==> src/rtl/menu_ctrl_pkg.sv <==
// Shared definitions for the menu controller and the menu drawing stage:
// FSM state encoding, default highlight geometry and button indices.
package menu_ctrl_pkg;

  typedef enum logic [1:0] {
    ST_MENU    = 2'd0,
    ST_CONFIRM = 2'd1,
    ST_RUN     = 2'd2
  } menu_state_t;

  // Default geometry, in screen lines / pixels
  localparam int DEF_V_MIN  = 100;
  localparam int DEF_ITEM_H = 50;
  localparam int DEF_H_MIN  = 448;
  localparam int DEF_H_MAX  = 1472;

  // Bit positions of the buttons inside the packed button vectors
  localparam int BTN_UP   = 0;
  localparam int BTN_DOWN = 1;
  localparam int BTN_SEL  = 2;
  localparam int BTN_BACK = 3;
  localparam int N_BTN    = 4;

  // Top line of entry idx; arithmetic deliberately kept at 12 bits
  function automatic logic [11:0] item_top(input logic [11:0] v_min,
                                           input logic [11:0] item_h,
                                           input logic [1:0]  idx);
    return v_min + ({10'd0, idx} * item_h);
  endfunction

endpackage

==> src/rtl/menu_ctrl_btn_debounce.sv <==
// Raw asynchronous button -> 2-flop synchronizer -> stable-count debouncer
// -> one-cycle pulse on the debounced rising edge.
module btn_debounce #(
  parameter int DEB_CYCLES = 16
) (
  input  logic i_pclk,
  input  logic i_rst_n,
  input  logic i_btn,
  output logic o_rise
);

  localparam int CW = $clog2(DEB_CYCLES + 1);

  logic          sync1;
  logic          sync2;
  logic          level;
  logic [CW-1:0] cnt;

  // Synchronize, then accept a new level only after DEB_CYCLES equal samples
  // that differ from the current debounced level; pulse on a new 1.
  always_ff @(posedge i_pclk) begin
    // NOTE: sequential state uses non-blocking assignments so every flop
    // samples the pre-edge values regardless of statement order.
    // NOTE: reset is synchronous; all state, including the synchronizer,
    // clears so no pre-reset press can surface afterwards.
    if (!i_rst_n) begin
      sync1  <= 1'b0;
      sync2  <= 1'b0;
      level  <= 1'b0;
      cnt    <= '0;
      o_rise <= 1'b0;
    end else begin
      sync1  <= i_btn;
      sync2  <= sync1;
      o_rise <= 1'b0;
      if (sync2 == level) begin
        cnt <= '0;
      end else if (cnt == CW'(DEB_CYCLES - 1)) begin
        level  <= sync2;
        cnt    <= '0;
        o_rise <= sync2;
      end else begin
        cnt <= cnt + 1'b1;
      end
    end
  end

endmodule

==> src/rtl/menu_ctrl.sv <==
// Menu controller: debounced buttons drive a MENU/CONFIRM/RUN FSM and a
// shadow cursor; visible selection and highlight commit once per frame.
module menu_ctrl
  import menu_ctrl_pkg::*;
#(
  parameter int N_ITEMS    = 4,
  parameter int ITEM_H     = DEF_ITEM_H,
  parameter int V_MIN      = DEF_V_MIN,
  parameter int H_MIN      = DEF_H_MIN,
  parameter int H_MAX      = DEF_H_MAX,
  parameter int DEB_CYCLES = 16
) (
  input  logic        i_pclk,
  input  logic        i_rst_n,
  input  logic        i_btn_up,
  input  logic        i_btn_down,
  input  logic        i_btn_sel,
  input  logic        i_btn_back,
  input  logic        i_vblnk,
  output logic [1:0]  o_item,
  output logic [11:0] o_hl_v_min,
  output logic [11:0] o_hl_v_max,
  output logic [11:0] o_hl_h_min,
  output logic [11:0] o_hl_h_max,
  output logic        o_menu_en,
  output logic        o_confirm,
  output logic        o_start
);

  localparam logic [1:0]  LAST_ITEM = 2'(N_ITEMS - 1);
  localparam logic [11:0] V_MIN_W   = 12'(V_MIN);
  localparam logic [11:0] ITEM_H_W  = 12'(ITEM_H);

  logic [N_BTN-1:0] btn_raw;
  logic [N_BTN-1:0] btn_ev;

  menu_state_t state, state_n;
  logic [1:0]  cursor, cursor_n;
  logic        start_n;
  logic        vblnk_q;
  logic        vblnk_rise;

  assign btn_raw[BTN_UP]   = i_btn_up;
  assign btn_raw[BTN_DOWN] = i_btn_down;
  assign btn_raw[BTN_SEL]  = i_btn_sel;
  assign btn_raw[BTN_BACK] = i_btn_back;

  for (genvar g = 0; g < N_BTN; g++) begin : g_btn
    btn_debounce #(.DEB_CYCLES(DEB_CYCLES)) u_deb (
      .i_pclk (i_pclk),
      .i_rst_n(i_rst_n),
      .i_btn  (btn_raw[g]),
      .o_rise (btn_ev[g])
    );
  end

  assign o_hl_h_min = 12'(H_MIN);
  assign o_hl_h_max = 12'(H_MAX);
  assign vblnk_rise = i_vblnk & ~vblnk_q;

  // FSM state, shadow cursor and start pulse registers
  always_ff @(posedge i_pclk) begin
    if (!i_rst_n) begin
      state   <= ST_MENU;
      cursor  <= 2'd0;
      o_start <= 1'b0;
    end else begin
      state   <= state_n;
      cursor  <= cursor_n;
      o_start <= start_n;
    end
  end

  // Next state and cursor; priority back > sel > up/down, up+down cancel
  always_comb begin
    // NOTE: every variable gets a default first so no path infers a latch.
    state_n  = state;
    cursor_n = cursor;
    start_n  = 1'b0;
    unique case (state)
      ST_MENU: begin
        if (btn_ev[BTN_BACK]) begin
          state_n = ST_MENU;
        end else if (btn_ev[BTN_SEL]) begin
          state_n = ST_CONFIRM;
        end else if (btn_ev[BTN_UP] && !btn_ev[BTN_DOWN]) begin
          cursor_n = (cursor == 2'd0) ? LAST_ITEM : cursor - 2'd1;
        end else if (btn_ev[BTN_DOWN] && !btn_ev[BTN_UP]) begin
          cursor_n = (cursor == LAST_ITEM) ? 2'd0 : cursor + 2'd1;
        end
      end
      ST_CONFIRM: begin
        if (btn_ev[BTN_BACK]) begin
          state_n = ST_MENU;
        end else if (btn_ev[BTN_SEL]) begin
          state_n = ST_RUN;
          start_n = 1'b1;
        end
      end
      ST_RUN: begin
        if (btn_ev[BTN_BACK]) state_n = ST_MENU;
      end
      default: state_n = ST_MENU;
    endcase
  end

  // Frame commit: publish cursor, highlight and mode flags at vblank start
  always_ff @(posedge i_pclk) begin
    if (!i_rst_n) begin
      vblnk_q    <= 1'b0;
      o_item     <= 2'd0;
      o_hl_v_min <= V_MIN_W;
      o_hl_v_max <= V_MIN_W + ITEM_H_W;
      o_menu_en  <= 1'b1;
      o_confirm  <= 1'b0;
    end else begin
      vblnk_q <= i_vblnk;
      if (vblnk_rise) begin
        o_item     <= cursor;
        o_hl_v_min <= item_top(V_MIN_W, ITEM_H_W, cursor);
        o_hl_v_max <= item_top(V_MIN_W, ITEM_H_W, cursor) + ITEM_H_W;
        o_menu_en  <= (state != ST_RUN);
        o_confirm  <= (state == ST_CONFIRM);
      end
    end
  end

endmodule

==> config.mk <==
export PLATFORM = sky130hd
export DESIGN_NAME = menu_ctrl
export DESIGN_NICKNAME = d
export VERILOG_FILES = /design/src/rtl/menu_ctrl_pkg.sv /design/src/rtl/menu_ctrl_btn_debounce.sv /design/src/rtl/menu_ctrl.sv
export SDC_FILE = /design/constraint.sdc
export NUM_CORES = 1
export LEC_CHECK = 0
export CORE_AREA = 5 5 77 79
export CTS_BUF_LIST = sky130_fd_sc_hd__clkbuf_8
export DETAILED_ROUTE_END_ITERATION = 6
export DIE_AREA = 0 0 82 84
export DONT_BUFFER_PORTS = 1
export GPL_TIMING_DRIVEN = 1
export PLACE_DENSITY = 0.72
export SYNTH_ARGS = -nofsm -noshare
export SYNTH_HDL_FRONTEND = slang
export SYNTH_SLANG_ARGS = --single-unit
==> constraint.sdc <==
create_clock -name i_pclk -period 3.7 [get_ports i_pclk]
set_clock_uncertainty 0.2 [all_clocks]
set_input_delay 0.74 -clock i_pclk [delete_from_list [all_inputs] [get_ports i_pclk]]
set_output_delay 0.74 -clock i_pclk [all_outputs]
set_load 0.01 [all_outputs]
==> flow_metrics.py <==
metrics = {
    "timing": {
        "slew_viol_final": 0,
        "slew_headroom_pct": 42.4,
        "hold_viol": 0,
        "fin_setup_tns_ns": 0,
        "max_clock_freq_mhz": 480,
        "period_minus_slack_ns": 2.08,
        "worstMarginPinSlew_ns": 0.863,
        "setup_viol": 0,
        "rsz0062_at_grt": "false",
        "finalCritPeriodShare_pct": 56.3,
    },
    "hold_path": {
        "hold_path.startpoint": "g_btn[0].u_deb.sync1",
        "min_path_type": "register to register",
    },
    "route": {
        "drt_iter0_drc": 62,
        "dr.pass1.iters": 4,
        "drc": 0,
        "routed_wl_um": 3580,
        "via_per_inst": 4.55,
        "wire_per_inst_um": 10.8,
        "ant_nets": 0,
        "routed-via-count": 1511,
    },
    "yosys": {
        "syn_inst": 259,
        "synth-simple-area-share_pct": 18.7,
        "synth_top_family_by_area": "simple AND/OR/NAND/NOR gates",
        "synth_area_leaders": "dfxtp_1 46%, buf_4 11%, ha_1 8.0%",
        "synth_xor_area_share_pct": 4.90,
        "netlist.area_leader.share_pct": 46.4,
        "synth_top_area_cell": "dfxtp_1",
        "yosys_warnings": 0,
        "synth.cell_area_um2": 2500,
        "ys_seq_area_share_pct": 46.4,
        "syn_area_per_cell_um2": 9.67,
        "yosys.area_share.adder_pct": 7.99,
        "ys_ff_latch": 58,
        "synth_compound_area_share_pct": 6.69,
        "muxShareOfSynthArea_pct": 1.60,
        "synth_cell_types": 35,
    },
    "placement": {
        "gp_congestion": 0.758,
        "hpwl_um": 2520,
        "io_buffer_count": 0,
    },
    "floorplan": {
        "fp.dieH_um": 84,
        "ios": 60,
        "rows": 27,
        "initial_core_util_pct": 47.5,
        "die_x_um": 82,
        "dieArea_um2": 6890,
        "coreArea_um2": 5270,
    },
    "critical_path": {
        "crit_chain": "inv_1 -> ha_1 -> or4b_2 -> nand3_1",
        "worstPathRequired_ns": 3.77,
        "slowest_stage": "or4b_2",
        "worstSetupPathType": "register to register",
        "worstPathArrival_ns": 2.16,
        "max_stage_delay_ns": 0.69,
        "r2r-start": "cursor[0]",
        "endpoint_kind": "register",
        "worstSetupStartpoint": "cursor[0]",
        "cp_max_fo": 10,
        "startpoint_type": "register",
    },
    "global_routing": {
        "top_usage_layer": "met2",
        "grt.met1_usage_pct": 13.4,
        "grt_pass1_wl_um": 6110,
        "grt_start_max_net_pins": 44,
        "antenna_found_initial": 0,
        "grt_remaining_overflow": 0,
        "grt_util_met2_pct": 17.5,
        "grt_usage_pct": 11.6,
        "grt_pass1_vias": 1453,
        "met3_usage_pct": 3.89,
    },
    "finish": {
        "final_common_cell": "dfxtp_1",
        "layout_common_cells": "58 x dfxtp_1, 31 x conb_1, 22 x nor2_1",
        "diodes": 0,
        "syn_to_final_growth_pct": 5.15,
        "final_util_pct": 50.0,
        "drive_gt1_share_pct": 7.31,
        "finalNetCount": 279,
        "n_fill_cell": 500,
    },
    "run_status": {
        "status": "finished, final reports clean",
    },
    "pwr": {
        "p_sw_uw": 272,
        "power.density_nw_per_um2": 505,
        "p_leak_uw": 0.00113,
        "p_int_uw": 1060,
        "clkPwrFrac_pct": 48.7,
        "pwr-share-comb_pct": 2.8,
        "swShare_pct": 20.5,
        "seqPwrFrac_pct": 48.4,
        "ir_drop_v": 0.000272,
    },
    "cts": {
        "cts_root_buf": "clkbuf_8",
        "clock_latency_ns": 0.33,
        "clock_path_buffers": 2,
        "cts_max_level": 3,
        "cts_resized": 0,
        "postCtsSetupBuffers": 0,
        "cts_tree": "yes",
        "numCtsBuffers": 9,
        "cts_hold_buf": 0,
        "clk_pin_slew_worst_paths_ns": 0.07,
        "cts_num_sinks": 58,
    },
    "run": {
        "max_cap_viol_count": 0,
    },
}
-- synthesized netlist by cell type --
| master | n |
|---|---|
| or2b_1 | 1 |
| xor2_1 | 9 |
| a21oi_1 | 2 |
| clkbuf_1 | 7 |
| a211o_1 | 1 |
| o21a_1 | 1 |
| nand3b_1 | 4 |
| dfxtp_1 | 58 |
| conb_1 | 2 |
| xnor2_1 | 5 |
| a21o_1 | 1 |
| nand4_1 | 1 |
| a21boi_1 | 1 |
| o311a_2 | 1 |
| nand2_1 | 20 |
| o211ai_1 | 5 |
| nor3_1 | 1 |
| buf_4 | 36 |
| o21ai_0 | 4 |
| and2b_2 | 1 |
| nor2_1 | 22 |
| a21boi_0 | 5 |
| and2_1 | 11 |
| ha_1 | 16 |
| o211a_1 | 2 |
| and4b_1 | 4 |
| or4_1 | 1 |
| or4_4 | 1 |
| nand2b_1 | 2 |
| and3_1 | 4 |
| inv_1 | 11 |
| nand3_1 | 8 |
| nor2b_1 | 6 |
| mux2i_1 | 4 |
| or4b_2 | 1 |
-- area by class of cell --
| class | instances | area [um2] | share of cell area, % |
|---|---|---|---|
| well taps | 72 | 90.1 | 3.42 |
| clock inverters | 4 | 75.1 | 2.85 |
| flip-flops and latches | 58 | 1160 | 44.1 |
| clock buffers | 11 | 151 | 5.75 |
| multi-input cells | 176 | 1110 | 42.3 |
| inverters | 11 | 41.3 | 1.57 |
-- flip-flops by register name (all words and copies together) (netlist names) --
register,flops
g_btn.u_deb.o_rise,4
o_item,1
cursor,2
o_confirm,1
g_btn.u_deb.level,4
g_btn.u_deb.sync1,4
o_hl_v_min,5
state,2
vblnk_q,1
g_btn.u_deb.cnt,20
g_btn.u_deb.sync2,4
o_menu_en,1
o_start,1
o_hl_v_max,8
-- power by group through the flow --
stage          combinational [uW]  sequential (uW)  clock, uW
2_1_floorplan                63.7              656          0
3_3_place_gp                 36.1              658          0
3_5_place_dp                 36.8              658          0
4_1_cts                      36.9              644        668
5_1_grt                      43.2              645        700
6_report                     37.4              644        648
-- worst max-delay path: cells and delay by family, from the launching register on --
| kind | cells | cell delay [ns] |
|---|---|---|
| simple gates | 2 | 0.78 |
| buf+inv | 1 | 0.14 |
| flops | 1 | 0.50 |
| fa+ha+maj | 1 | 0.41 |
-- path summary, 6_finish.rpt --
| kind | end | slack (ns) | depth (start not counted) |
|---|---|---|---|
| max | o_hl_v_max[5] | 1.62 | 4 |
| min | g_btn[0].u_deb.sync2 | 0.23 | 1 |
| max reg2reg | o_hl_v_max[5] | 1.62 | 4 |
| min reg2reg | g_btn[0].u_deb.sync2 | 0.23 | 1 |
-- per-stage QoR --
step           cell area [um2]  std cells  setup WS [ns]  hold slack (ns)  total power [uW]
6_report                  2630        332           1.62            0.233              1330
5_1_grt                   2630        332           1.52            0.262              1390
4_1_cts                   2630        332           1.61            0.236              1350
3_5_place_dp              2410        317           1.57            0.220               695
3_3_place_gp              2410        317           1.59            0.215               694
2_1_floorplan             2610        288           1.78            0.212               720
-- routing by layer --
metal	up-vias	wire length, um
met1	692	1590
li1	771	-
met4	0	101
met5	-	0
met3	8	260
met2	40	1630
-- logic make-up (layout without fill, tap and decap cells) --
kind of cell	after synthesis	count (layout)
simple gates	88	88
flops	58	58
buf+inv	54	26
compound gates	23	23
fa+ha+maj	16	16
xor+xnor	14	14
mux	4	4
other cells	2	31
Power figures use the tool's default switching activity.
